## src/rtl/uart_pkg.sv

```systemverilog
// Shared UART definitions: receiver FSM states, timing-width helpers and the parity function.
// Pure declarations, no logic of its own.
package uart_pkg;

  typedef enum logic [2:0] {
    ST_IDLE,
    ST_START,
    ST_DATA,
    ST_PARITY,
    ST_STOP
  } rx_state_t;

  // Widest word the parity helper accepts; callers zero-extend into it.
  localparam int PAR_W = 16;

  function automatic int half_of(input int clks_per_bit);
    return clks_per_bit / 2;
  endfunction

  function automatic int cnt_w_of(input int clks_per_bit);
    return $clog2(clks_per_bit);
  endfunction

  function automatic int idx_w_of(input int data_bits);
    return $clog2(data_bits + 1);
  endfunction

  function automatic logic parity_of(input logic [PAR_W-1:0] d, input logic odd);
    return (^d) ^ odd;
  endfunction

endpackage

```

## src/rtl/sync_2ff.sv

```systemverilog
// Two-flop synchroniser for one asynchronous bit; 2-cycle latency, no backpressure.
// Reset loads RST_VAL into both stages so an idle-high line never looks like an edge.
module sync_2ff #(
  parameter logic RST_VAL = 1'b0
) (
  input  logic clk,
  input  logic rst,
  input  logic d,
  output logic q
);

  logic meta;

  always_ff @(posedge clk) begin
    if (rst) begin
      meta <= RST_VAL;
      q    <= RST_VAL;
    end else begin
      meta <= d;
      q    <= meta;
    end
  end

endmodule

```

## src/rtl/uart_rx_cfg.sv

```systemverilog
// Oversampled UART receiver with configurable width, parity and stop bits; rx_valid at mid last stop bit.
// No backpressure: the consumer must take data_out and the error flags on the rx_valid pulse.
module uart_rx_cfg
  import uart_pkg::*;
#(
  parameter int CLKS_PER_BIT = 16,
  parameter int DATA_BITS    = 8,
  parameter bit PARITY_EN    = 1'b1,
  parameter bit PARITY_ODD   = 1'b0,
  parameter int STOP_BITS    = 1
) (
  input  logic                 clk,
  input  logic                 rst,
  input  logic                 rx,
  output logic [DATA_BITS-1:0] data_out,
  output logic                 rx_valid,
  output logic                 parity_err,
  output logic                 frame_err,
  output logic                 busy
);

  localparam int HALF  = half_of(CLKS_PER_BIT);
  localparam int CNT_W = cnt_w_of(CLKS_PER_BIT);
  localparam int IDX_W = idx_w_of(DATA_BITS);

  localparam logic [CNT_W-1:0] CNT_HALF  = CNT_W'(HALF - 1);
  localparam logic [CNT_W-1:0] CNT_LAST  = CNT_W'(CLKS_PER_BIT - 1);
  localparam logic [IDX_W-1:0] IDX_LAST  = IDX_W'(DATA_BITS - 1);
  localparam logic             STOP_LAST = (STOP_BITS == 2);

  rx_state_t            state;
  logic                 rx_s;
  logic [CNT_W-1:0]     cnt;
  logic [IDX_W-1:0]     idx;
  logic                 stop_cnt;
  logic [DATA_BITS-1:0] shreg;
  logic                 par_bit;
  logic                 ferr_pend;
  logic                 par_exp;

  sync_2ff #(.RST_VAL(1'b1)) u_sync (
    .clk (clk),
    .rst (rst),
    .d   (rx),
    .q   (rx_s)
  );

  assign par_exp = parity_of(PAR_W'(shreg), PARITY_ODD);
  assign busy    = (state != ST_IDLE);

  always_ff @(posedge clk) begin
    if (rst) begin
      state      <= ST_IDLE;
      cnt        <= '0;
      idx        <= '0;
      stop_cnt   <= 1'b0;
      shreg      <= '0;
      par_bit    <= 1'b0;
      ferr_pend  <= 1'b0;
      data_out   <= '0;
      rx_valid   <= 1'b0;
      parity_err <= 1'b0;
      frame_err  <= 1'b0;
    end else begin
      rx_valid <= 1'b0;
      case (state)
        ST_IDLE: begin
          cnt <= '0;
          if (!rx_s) state <= ST_START;
        end
        ST_START: begin
          if (cnt == CNT_HALF) begin
            cnt       <= '0;
            idx       <= '0;
            stop_cnt  <= 1'b0;
            ferr_pend <= 1'b0;
            // A line that is high again at mid-start was only a glitch.
            state     <= rx_s ? ST_IDLE : ST_DATA;
          end else begin
            cnt <= cnt + 1'b1;
          end
        end
        ST_DATA: begin
          if (cnt == CNT_LAST) begin
            cnt   <= '0;
            shreg <= {rx_s, shreg[DATA_BITS-1:1]};
            idx   <= idx + 1'b1;
            if (idx == IDX_LAST) state <= PARITY_EN ? ST_PARITY : ST_STOP;
          end else begin
            cnt <= cnt + 1'b1;
          end
        end
        ST_PARITY: begin
          if (cnt == CNT_LAST) begin
            cnt     <= '0;
            par_bit <= rx_s;
            state   <= ST_STOP;
          end else begin
            cnt <= cnt + 1'b1;
          end
        end
        ST_STOP: begin
          if (cnt == CNT_LAST) begin
            cnt <= '0;
            // Leaving at mid-stop lets a following start edge be caught without an idle gap.
            if (stop_cnt == STOP_LAST) begin
              state      <= ST_IDLE;
              data_out   <= shreg;
              parity_err <= PARITY_EN && (par_bit != par_exp);
              frame_err  <= ferr_pend | ~rx_s;
              rx_valid   <= 1'b1;
            end else begin
              stop_cnt  <= 1'b1;
              ferr_pend <= ferr_pend | ~rx_s;
            end
          end else begin
            cnt <= cnt + 1'b1;
          end
        end
        default: state <= ST_IDLE;
      endcase
    end
  end

endmodule

```

## config.mk

```make
export PLATFORM = sky130hd
export DESIGN_NAME = uart_rx_cfg
export DESIGN_NICKNAME = d
export VERILOG_FILES = /design/src/rtl/uart_pkg.sv /design/src/rtl/sync_2ff.sv /design/src/rtl/uart_rx_cfg.sv
export SDC_FILE = /design/constraint.sdc
export NUM_CORES = 1
export LEC_CHECK = 0
export CORE_MARGIN = 10
export CORE_UTILIZATION = 35
export DETAILED_ROUTE_END_ITERATION = 12
export REMOVE_ABC_BUFFERS = 1
export SETUP_SLACK_MARGIN = 0.2
export SLEW_MARGIN = 5
export SYNTH_ARGS = -nofsm -noshare
export SYNTH_HDL_FRONTEND = slang
export SYNTH_SLANG_ARGS = --single-unit
```

## constraint.sdc

```tcl
create_clock -name clk -period 2.5 [get_ports clk]
set_clock_uncertainty 0.2 [all_clocks]
set_input_delay 0.25 -clock clk [delete_from_list [all_inputs] [get_ports clk]]
set_output_delay 0.25 -clock clk [all_outputs]
set_load 0.1 [all_outputs]
```

Word-level counts from Yosys, hierarchy flattened:

Index checks and enable logic that the tools add are counted.

* register bits: 35
* bits of input ports: 3
* output and inout port bits: 12
* logic and storage cells: 74

* add/sub/neg operators: 2
* eq/ne operators: 16
* mux-type cells: 23
* bitwise logic cells: 5
* reduce and logical (&&, ||, !) cells: 15

Operator list (count)
* $mux W3: 7
* $mux W4: 4
* $ne A2 B2 Y1 const B: 8
* $reduce_xor A16 Y1: 1
* $pmux W3 S5: 1
* $pmux W4 S3: 1
* $reduce_and A3 Y1: 3
* $add A4 B1 Y4 const B: 2
* $eq A4 B3 Y1 const B: 2
* $pmux W4 S2: 1
* $reduce_and A7 Y1: 1
* $eq A3 B2 Y1 const B: 2
* $mux W1: 6
* $reduce_bool A3 Y1: 2
* $reduce_or A3 Y1: 2
* $eq A4 B4 Y1 const B: 1
* $not A1 Y1: 4
* $pmux W1 S2: 2
* $reduce_and A2 Y1: 2
* $reduce_and A4 Y1: 1
* $reduce_bool A2 Y1: 2
* $eq A3 B1 Y1 const B: 1
* $eq A3 B3 Y1 const B: 1
* $logic_not A3 Y1: 1
* other kinds (3): 3

Longest topological paths before layout:

Gate-level depths: netlist of run 1.

* word-level depth: 5
* gate-level depth with buffers: 7
* mapped depth without buffers: 6

Hierarchy:

Synthesis of run 1 repeated with hierarchy kept, for this count alone.

* cells, all modules: 183
* area total of the unflattened synthesis: 1577.8 µm²

Modules (own cells, without submodules)
* uart_rx_cfg: instances 1, cells an instance 179, area an instance 1525.2 µm², seq. area each 640.6 µm²
* sync_2ff: instances 1, cells an instance 4, area an instance 52.6 µm², seq. area each 40.0 µm²

Least setup slack after synthesis of run 1:

OpenSTA, ideal clock, no wires.

* path type: reg-to-reg
* start point: reg state[0]
* end point: reg cnt[3]
* library setup time: 0.131 ns
* arrival time: 1.936 ns
* required time: 2.169 ns
* path slack: 0.233 ns
* stages on the path, launching flop included: 8
* buffers on the path: 1
* clock period less this slack: 2.267 ns
* path through: dfxtp_1 -> buf_6 -> nor3_2 -> clkinv_1 -> nand2_2 -> nor2_2 -> a41oi_2 -> a311oi_1

* longest elaborated chain between the ends: 3
* elaborated cells on any way between the ends: 8
* those cells by class: eq/ne (4); mux (1); reduce/logical (3)

RTL lines
* from (decl): line uart_rx_cfg.sv:31 `rx_state_t state;`
* from (signal assigned): line uart_rx_cfg.sv:78 `state <= rx_s ? ST_IDLE : ST_DATA;`
* from (signal assigned): line uart_rx_cfg.sv:88 `if (idx == IDX_LAST) state <= PARITY_EN ? ST_PARITY : ST_STOP;`
* $eq A3 B3 Y1 / $eq A3 B2 Y1 (equally long branches): line uart_rx_cfg.sv:66 `case (state)`
* $reduce_or A3 Y1 (no line)
* $pmux W4 S3 / $reduce_bool A3 Y1 (equally long branches)
* to (signal assigned): line uart_rx_cfg.sv:80 `cnt <= cnt + 1'b1;`
* to (signal assigned): line uart_rx_cfg.sv:90 `cnt <= cnt + 1'b1;`
* to (signal assigned): line uart_rx_cfg.sv:99 `cnt <= cnt + 1'b1;`
* to (decl): line uart_rx_cfg.sv:33 `logic [CNT_W-1:0] cnt;`

Parallel ways exist; a longest one is shown, timed or not.
A chain may end at the register's enable or synchronous reset.

Worst setup path after layout of run 1:

* start point: reg cnt[0]
* end point: reg idx[3]

* longest elaborated chain between the ends: 3
* elaborated cells on any way between the ends: 5
* those cells by class: eq/ne (4); reduce/logical (1)

RTL lines
* $eq A4 B4 Y1 / $eq A4 B3 Y1 (equally long branches): line uart_rx_cfg.sv:84, uart_rx_cfg.sv:72
* $ne A2 B2 Y1 (no line)
* $reduce_and A3 Y1 (no line) *
* to (signal assigned): line uart_rx_cfg.sv:87 `idx <= idx + 1'b1;`
* to (decl): line uart_rx_cfg.sv:34 `logic [IDX_W-1:0] idx;`

Mark *: on every way between the ends. The rest lies on a longest branch, timed or not.

==> results of run 1 <==
==> worst max-delay path, delay by kind of cell (launching register included) <==
| kind | cells | cell delay, ps |
|---|---|---|
| simple gates | 4 | 840 |
| flops | 1 | 410 |
| fa+ha+maj | 1 | 250 |
| compound gates | 1 | 190 |
==> cell families (layout without fill, tap and decap cells) <==
group	Yosys count	count (layout)	synth area share
fa+ha+maj	2	2	0.0163
compound gates	29	29	0.124
flops	34	34	0.444
xor+xnor	7	7	0.0490
mux	13	13	0.0858
simple gates	72	72	0.231
buf+inv	13	27	0.0490
==> per-stage QoR <==
stage	instances	utilization	hold WS [ps]	area, sq um
global route	234	0.437	247	1800
global placement	226	0.403	189	1660
CTS	234	0.437	216	1800
floorplan	159	-	119	1460
detailed placement	226	0.403	199	1660
finish	234	0.437	210	1800
==> power groups by stage <==
stage | clock [W] | combinational (W) | sequential, W
3_3_place_gp | 0 | 0.000169 | 0.000592
6_report | 0.000606 | 0.000169 | 0.000580
4_1_cts | 0.000622 | 0.000171 | 0.000580
5_1_grt | 0.000653 | 0.000183 | 0.000583
3_5_place_dp | 0 | 0.000171 | 0.000592
2_1_floorplan | 0 | 0.000136 | 0.000587
==> how the worst max path moves through the flow <==
| stage | to | slack [ps] | cells past startpoint |
|---|---|---|---|
| finish | idx[3] | 540 | 6 |
| global route | idx[3] | 360 | 6 |
| CTS | idx[3] | 530 | 6 |
| detailed placement | idx[3] | 560 | 6 |
| global placement | idx[3] | 590 | 6 |
| floorplan | cnt[3] | 170 | 6 |
==> flip-flops by register name (all words and copies together), names as in the netlist <==
register     flops
cnt              4
data_out         8
ferr_pend        1
frame_err        1
idx              4
par_bit          1
parity_err       1
rx_valid         1
shreg            8
state            3
u_sync.meta      1
u_sync.q         1
==> cell usage in the layout (no fill, tap or decap), types with 3 or more instances in the layout <==
cell       n
buf_4     15
xnor2_1    5
dfxtp_1   34
mux2i_1   12
nand2_1   21
a21oi_1   18
nand3_1    6
nor2_1    24
o21ai_1    3
clkbuf_8   5
==> per-layer routing <==
layer,up-vias,track usage
li1,603,-
met1,560,0.0944
met2,23,0.120
met3,7,0.0331
met4,0,0.0599
met5,-,0
==> area by class of cell <==
| class | instances | area share |
|---|---|---|
| clock buffer | 5 | 0.0383 |
| clock inverter | 3 | 0.0383 |
| inverter | 2 | 0.00418 |
| multi-input combinational | 123 | 0.432 |
| sequential | 34 | 0.379 |
| tap | 50 | 0.0348 |
| timing repair buffer | 17 | 0.0738 |
==> summary.md, run 1 <==
| Metric | Value |
|---|---|
| Highest routed layer | met4 |
| Worst r2r dst | idx[3] |
| CTS tree | yes |
| Largest net degree at the start of global routing | 20 |
| Area grow syn2layout | 17.3% |
| Reg2reg setup slack | 540 ps |
| Via count | 1193 |
| Layout cells sized above 1 | 0.185 |
| Outcome | completed |
| Starting density of the core | 0.372 |
| Type of the tightest min-delay check | reg2reg |
| Die width | 86.2 um |
| Num rows | 23 |
| Reg power frac | 0.428 |
| Hold path start | u_sync.meta |
| Area taken by multi-input logic gates | 776 sq um |
| DIE HEIGHT | 86.2 um |
| Setup TNS | 0 ps |
| Post-CTS Setup Repair Bufs | 0 |
| Max stage delay on crit path | 410 ps |
| Final WL | 2900 um |
| Pint | 0.00101 W |
| Nets | 188 |
| Clock Path Buffers | 2 |
| Max cap viols | 0 |
| Register area | 681 sq um |
| Routed Antenna Nets | 0 |
| Tot Pwr | 0.00136 W |
| Reg clk slew, reported paths | 70 ps |
| Slew Viols, Final | 0 |
| Yosys warns | 0 |
| Critical Path, Cell by Cell | ha_1 -> and3_2 -> nand3_1 -> nor2_1 -> nor2_1 -> a211oi_1 |
| Syn Area/Cell | 9.01 sq um |
| Fill cells | 425 |
| Crit path DAT | 1970 ps |
| Die Area | 7420 sq um |
| # setup viols final | 0 |
| Antenna violations before repair | 0 |
| Seq/Total Area, Yosys | 0.444 |
| Part of the cycle the worst path needs | 0.784 |
| Switching power | 0.000344 W |
| Met2 routed WL | 1330 um |
| RR Startpoint | cnt[0] |
| Actual slew at the worst max-slew pin | 571 ps |
| Hold buffers post-CTS | 0 |
| Crit path time final | 1960 ps |
| Post-synth EDFFs | 0 |
| Synth area leader | dfxtp_1 |
| Gpl congestion | 0.847 |
| Top-count cell post-synth | dfxtp_1 |
| Worst setup SP type | register |
| Critical path capture point type | register |
| #FFs+latches synth | 34 |
| Max VDD drop | 309 uV |
| H-tree Lvls | 2 |
| Final hold vios | 0 |
| WL met1 | 1330 um |
| Synth top area share | 0.444 |
| Ports | 15 |
| IO Port Bufs | 14 |
| Vias in the first global route | 1077 |
| Comb pwr share | 0.125 |
| Metal3 WL | 159 um |
| Hold Crit Depth | 1 |
| DR WL/cell | 12.4 um |
| DR vias/cell | 5.10 |
| Max transition margin | 0.618 |
| Clk root buf | clkbuf_8 |
| Clk sinks | 34 |
| Hold Path Sink | u_sync.q |
| Fmax achieved | 510 MHz |
| PwrDens | 754 nW/um^2 |
| Cts repair resizes | 0 |
| Post-synth ARST share | 0 |
| Total Routing Usage GR | 0.0821 |
| First-pass GRT wire length | 4910 um |
| Critical path origin | cnt[0] |
| Synth unique cells | 42 |
| Mapped cell area | 1530 sq um |
| Crit path kind | reg2reg |
| Post-DP HPWL | 2060 um |
| Worst-Skew Late Latency | 290 ps |
| Reg2reg path depth | 6 |
| Pre-CTS WS | 562 ps |
| RSZ-0062 raised after global routing | false |
| Number of diodes | 0 |
| Slowest cell on crit path | dfxtp_1 |
| Setup ws final | 539 ps |
| WP data required | 2510 ps |
| Post-synth top flop | dfxtp_1 |
| Core area | 4120 sq um |
| Clock network power share | 0.447 |
| Cell count after synthesis | 170 |
| Total CTS buffers | 5 |
| Global route overflow | 0 |
| Switching share of power | 0.254 |
| Leakage power | 0.743 nW |
| Top cells by area, synth | dfxtp_1, mux2i_1, a21oi_1 |
| Drt first pass iters | 4 |
| Iteration-0 DRC Markers | 77 |
| Max FO, Critical Path | 11 |
| # DRC | 0 |
| CP dominant cell by count | nor2_1 |
| Most frequent cells after synthesis | dfxtp_1, nor2_1, nand2_1 |
Power figures use the tool's default switching activity.
==> inputs of run 2 (changes only) <==
==> constraint.sdc (replaced) <==
create_clock -name clk -period 1.95 [get_ports clk]
set_clock_uncertainty 0.2 [all_clocks]
set_input_delay 0.195 -clock clk [delete_from_list [all_inputs] [get_ports clk]]
set_output_delay 0.195 -clock clk [all_outputs]
set_load 0.1 [all_outputs]
==> run 2 against run 1 <==
Effect of this change:
- clock-buffer cell count up 1
- via count down 1.3%
- non-clock buffer count up 2
- sequential power up 30%
- global-route usage up 0.23 points
- power up 14%
- critical path depth down 1
- cell count up 0.85%
- wire length up 2.4%
- critical endpoint is now cnt[3]
- largest power group is now registers
==> summary.md, run 2 (synthesized netlist as in run 1, its figures left out) <==
| Metric | Value |
|---|---|
| Via count | 1178 |
| Reg power frac | 0.489 |
| CTS tree | yes |
| Starting density of the core | 0.372 |
| Ports | 15 |
| Clk root buf | clkbuf_8 |
| Layout cells sized above 1 | 0.242 |
| Crit path kind | reg2reg |
| Clk sinks | 34 |
| Type of the tightest min-delay check | reg2reg |
| Switching share of power | 0.289 |
| Clock network power share | 0.349 |
| Fmax achieved | 589 MHz |
| Final WL | 2970 um |
| Largest net degree at the start of global routing | 15 |
| Setup ws final | 251 ps |
| Total CTS buffers | 5 |
| Crit path time final | 1700 ps |
| Actual slew at the worst max-slew pin | 330 ps |
| Max FO, Critical Path | 9 |
| Final Util | 0.441 |
| Nets | 190 |
| RSZ-0062 raised after global routing | true |
| Number of diodes | 0 |
| Pint | 0.00109 W |
| Final hold vios | 0 |
| Worst setup SP type | register |
| Most frequent cells in the layout | dfxtp_1, nor2_1, nand2_1, a21oi_1, buf_4 |
| Iteration-0 DRC Markers | 52 |
| DIE HEIGHT | 86.2 um |
| Area grow syn2layout | 18.6% |
| Leakage power | 0.748 nW |
| Num rows | 23 |
| H-tree Lvls | 2 |
| Pre-CTS WS | 146 ps |
| Max VDD drop | 332 uV |
| Reg clk slew, reported paths | 70 ps |
| Post-CTS Setup Repair Bufs | 0 |
| DR vias/cell | 4.99 |
| Routed Antenna Nets | 0 |
| # DRC | 0 |
| Commonest non-fill, non-tap cell in the layout | dfxtp_1 |
| Critical path capture point type | register |
| Global route overflow | 0 |
| Die width | 86.2 um |
| Top flop regs | data_out: 8 flops, shreg: 8 flops |
| DR WL/cell | 12.6 um |
| Crit path DAT | 1650 ps |
| Max transition margin | 0.778 |
| # setup viols final | 0 |
| Post-DP HPWL | 2180 um |
| Fill cells | 402 |
| Part of the cycle the worst path needs | 0.871 |
| Drt first pass iters | 4 |
| Vias in the first global route | 1108 |
| Total Routing Usage GR | 0.0843 |
| Clock Path Buffers | 2 |
| WP data required | 1910 ps |
| Setup TNS | 0 ps |
| Core area | 4120 sq um |
| First-pass GRT wire length | 5080 um |
| Area taken by multi-input logic gates | 792 sq um |
| Gpl congestion | 0.842 |
| Slew Viols, Final | 0 |
| Die Area | 7420 sq um |
| Hold WS | 204 ps |
| Max cap viols | 0 |
| Switching power | 0.000444 W |
| Comb pwr share | 0.162 |
| Outcome | completed |
| Worst-Skew Late Latency | 280 ps |
| Register area | 687 sq um |
| PwrDens | 847 nW/um^2 |
| Antenna violations before repair | 0 |
| IO Port Bufs | 14 |
| Hold buffers post-CTS | 0 |
[run 2: layer usage]
metal  vias to the layer above  track usage  part of all wire
met1                       550       0.0971              0.44
met2                        13        0.128              0.49
li1                        610            -                 -
met5                         -            0                 0
met4                         0       0.0584             0.025
met3                         5       0.0284             0.040
[run 2: worst paths after layout]
check / cells past startpoint / slack [ps] / to / from
hold reg to reg: 1 / 200 / u_sync.q / u_sync.meta
setup reg to reg: 5 / 250 / cnt[3] / cnt[3]
setup / recovery: 5 / 250 / cnt[3] / cnt[3]
hold / removal: 1 / 200 / u_sync.q / u_sync.meta
[run 2: metrics by stage]
step | cell area, sq um | cells | power (W)
5_1_grt | 1820 | 236 | 0.00161
6_report | 1820 | 236 | 0.00154
3_3_place_gp | 1700 | 228 | 0.00100
2_1_floorplan | 1460 | 159 | 0.000926
3_5_place_dp | 1700 | 228 | 0.00101
4_1_cts | 1800 | 236 | 0.00155
[run 2: what timing repair did]
action | CTS | global route
setup endpoints to repair | 6 | 26
resized for setup | 3 | 7
pin swaps | 1 | 0
[run 2: area by class of cell]
cell class                 instances  area share
timing repair buffer              19      0.0950
inverter                           2     0.00413
multi-input combinational        123       0.436
clock inverter                     2     0.00689
tap                               50      0.0344
clock buffer                       6      0.0455
sequential                        34       0.378
[run 2: critical path, cell delays in order, from the launching register on]
cell and delay [ps]:
dfxtp_1 400, or3_4 430, a21oi_4 200, nor2_2 80, a41oi_2 200, a311oi_1 60
[run 2: power by group through the flow]
stage / clock network [W] / registers, W / logic [W]
4_1_cts: 0.000559 / 0.000745 / 0.000246
2_1_floorplan: 0 / 0.000752 / 0.000174
3_5_place_dp: 0 / 0.000761 / 0.000245
6_report: 0.000536 / 0.000753 / 0.000249
5_1_grt: 0.000585 / 0.000757 / 0.000269
3_3_place_gp: 0 / 0.000760 / 0.000240
==> inputs of run 3 (changes only) <==
--- a/config.mk
+++ b/config.mk
@@ -6,11 +6,13 @@
 export NUM_CORES = 1
 export LEC_CHECK = 0
 export CORE_MARGIN = 10
-export CORE_UTILIZATION = 35
+export CORE_UTILIZATION = 50
 export DETAILED_ROUTE_END_ITERATION = 12
+export PLACE_DENSITY = 0.71
 export REMOVE_ABC_BUFFERS = 1
 export SETUP_SLACK_MARGIN = 0.2
 export SLEW_MARGIN = 5
 export SYNTH_ARGS = -nofsm -noshare
 export SYNTH_HDL_FRONTEND = slang
+export SYNTH_HIERARCHICAL = 1
 export SYNTH_SLANG_ARGS = --single-unit
==> run 3 against run 2 <==
Effect of this change:
- synthesized area rose by 3.0%
- cell count rose by 8.9%
- die area fell by 22%
==> summary.md, run 3 <==
| Metric | Value |
|---|---|
| # setup viols final | 0 |
| Clock Path Buffers | 2 |
| #FFs+latches synth | 34 |
| Clk sinks | 34 |
| Slew Viols, Final | 0 |
| Yosys warns | 6 |
| CTS tree | yes |
| Drt first pass iters | 4 |
| Worst-Skew Late Latency | 350 ps |
| Switching share of power | 0.263 |
| Slowest cell on crit path | dfxtp_1 |
| IO Port Bufs | 14 |
| Actual slew at the worst max-slew pin | 311 ps |
| Max FO, Critical Path | 11 |
| Commonest non-fill, non-tap cell in the layout | nand2_1 |
| Gpl congestion | 0.779 |
| First-pass GRT wire length | 5950 um |
| Fmax achieved | 592 MHz |
| Max transition margin | 0.792 |
| Routed Antenna Nets | 0 |
| Die Area | 5800 sq um |
| Post-synth ARST share | 0 |
| Mapped cell area | 1580 sq um |
| Type of the tightest min-delay check | in2reg |
| Via count | 1382 |
| Outcome | completed |
| Synth area leader | dfxtp_1 |
| Starting density of the core | 0.521 |
| Switching power | 0.000314 W |
| Vias in the first global route | 1324 |
| Post-synthesis mux area share | 0.0198 |
| Hold Crit Depth | 2 |
| Xor/xnor share of the synthesized area | 0.0508 |
| Max cap viols | 0 |
| Part of the cycle the worst path needs | 0.866 |
| Global route overflow | 0 |
| Total Routing Usage GR | 0.123 |
| DR vias/cell | 5.38 |
| RSZ-0062 raised after global routing | true |
| Post-synth EDFFs | 0 |
| Crit path time final | 1690 ps |
| Post-synth top flop | dfxtp_1 |
| PwrDens | 613 nW/um^2 |
| Layout cells sized above 1 | 0.282 |
| Compound-Gate Fraction of Synth Area | 0.159 |
| Leakage power | 0.751 nW |
| Reg2reg path depth | 5 |
| Top-count cell post-synth | nand2_1 |
| Pint | 0.000881 W |
| Adder-cell share of the synthesized area | 0.0159 |
| # DRC | 0 |
| Cell count after synthesis | 183 |
| Seq/Total Area, Yosys | 0.431 |
| Num rows | 20 |
| Area grow syn2layout | 23.5% |
| Ports | 15 |
| Synth top area share | 0.431 |
| DR WL/cell | 14.3 um |
| Post-DP HPWL | 2540 um |
| Comb pwr share | 0.102 |
| Crit path DAT | 1290 ps |
| Critical path capture point type | output port |
| Synth unique cells | 44 |
| Worst setup SP type | register |
| Tot Pwr | 0.00119 W |
| Final WL | 3670 um |
| Critical Path, Cell by Cell | buf_4 -> nor3_4 -> inv_1 -> buf_12 |
| Top flop regs | data_out: 8 flops, shreg: 8 flops |
| Reg clk slew, reported paths | 100 ps |
| Iteration-0 DRC Markers | 118 |
| Total CTS buffers | 5 |
| Antenna violations before repair | 0 |
| Most frequent cells in the layout | nand2_1, dfxtp_1, buf_4, a21oi_1, nor2_1 |
| WP data required | 1550 ps |
| Final hold vios | 0 |
| DIE HEIGHT | 76.2 um |
| Largest net degree at the start of global routing | 20 |
| H-tree Lvls | 2 |
| Simple-Gate Fraction of Synth Area | 0.270 |
| Setup TNS | 0 ps |
| Top cells by area, synth | dfxtp_1, nand2_1, a21oi_1 |
| Max VDD drop | 430 uV |
| Reg2reg setup slack | 270 ps |
| Number of diodes | 0 |
| Largest family of logic cells by synthesized area | simple AND/OR/NAND/NOR gates |
| Crit path kind | reg2out |
| Clock network power share | 0.306 |
| Most frequent cells after synthesis | nand2_1, dfxtp_1, a21oi_1 |
| Clk root buf | clkbuf_4 |
| Reg power frac | 0.591 |
| Syn Area/Cell | 8.62 sq um |
| Max stage delay on crit path | 320 ps |
| Core area | 3030 sq um |
| Nets | 218 |
| Die width | 76.2 um |
run 3: per-layer routing:
layer	track usage	part of all wire	wire, um
met1	0.129	0.43	1560
met2	0.210	0.50	1850
met3	0.0460	0.056	204
met4	0.0595	0.014	52
met5	0	0	0
run 3: cell type report:
type	instances	area, sq um
fillers	255	1080
multi-input cells	137	883
flip-flops and latches	34	692
repair buffers	33	263
well taps	44	55.1
clock buffers	5	37.5
clock inverters	2	10.0
inverters	2	7.51
run 3: power by group through the flow:
| stage | combinational (W) | sequential, W | clock, W |
|---|---|---|---|
| global route | 0.000131 | 0.000708 | 0.000414 |
| detailed placement | 0.000104 | 0.000724 | 0 |
| global placement | 0.000102 | 0.000723 | 0 |
| floorplan | 0.0000544 | 0.000728 | 0 |
| CTS | 0.000108 | 0.000708 | 0.000376 |
| finish | 0.000122 | 0.000706 | 0.000366 |
run 3: final timing paths:
check | endpoint | start
max | busy | state[0]
max reg2reg | cnt[0] | state[2]
min reg2reg | u_sync/q | u_sync/meta
min | u_sync/meta | rx
run 3: worst max-delay path: cells and delay by family, from the launching register on:
family	cells	cell delay, ps
buffers and inverters	3	440
DFF	1	320
and+or+nand+nor	1	190
run 3: timing repair:
action                                  CTS  global route
buffers inserted                          0             8
hold buffers                              0             0
pin swaps                                 2             3
gates cloned                              0             1
gates resized for setup                  10            10
endpoints found under the setup margin   15            17
run 3: cell families after synthesis:
logic type      count (synthesis)
fa+ha+maj                       2
xor+xnor                        6
simple gates                   84
compound gates                 41
mux                             3
buf+inv                        13
flops                          34
run 3: through the flow:
stage	hold WS [ps]	instance area, sq um	utilization	worst slack, ps	std cells
after CTS	200	1840	0.609	198	248
after global placement	199	1760	0.582	211	241
after floorplan	64.1	1500	-	175	172
after detailed placement	206	1760	0.582	105	241
final	206	1950	0.643	261	257
after global routing	203	1950	0.643	156	257
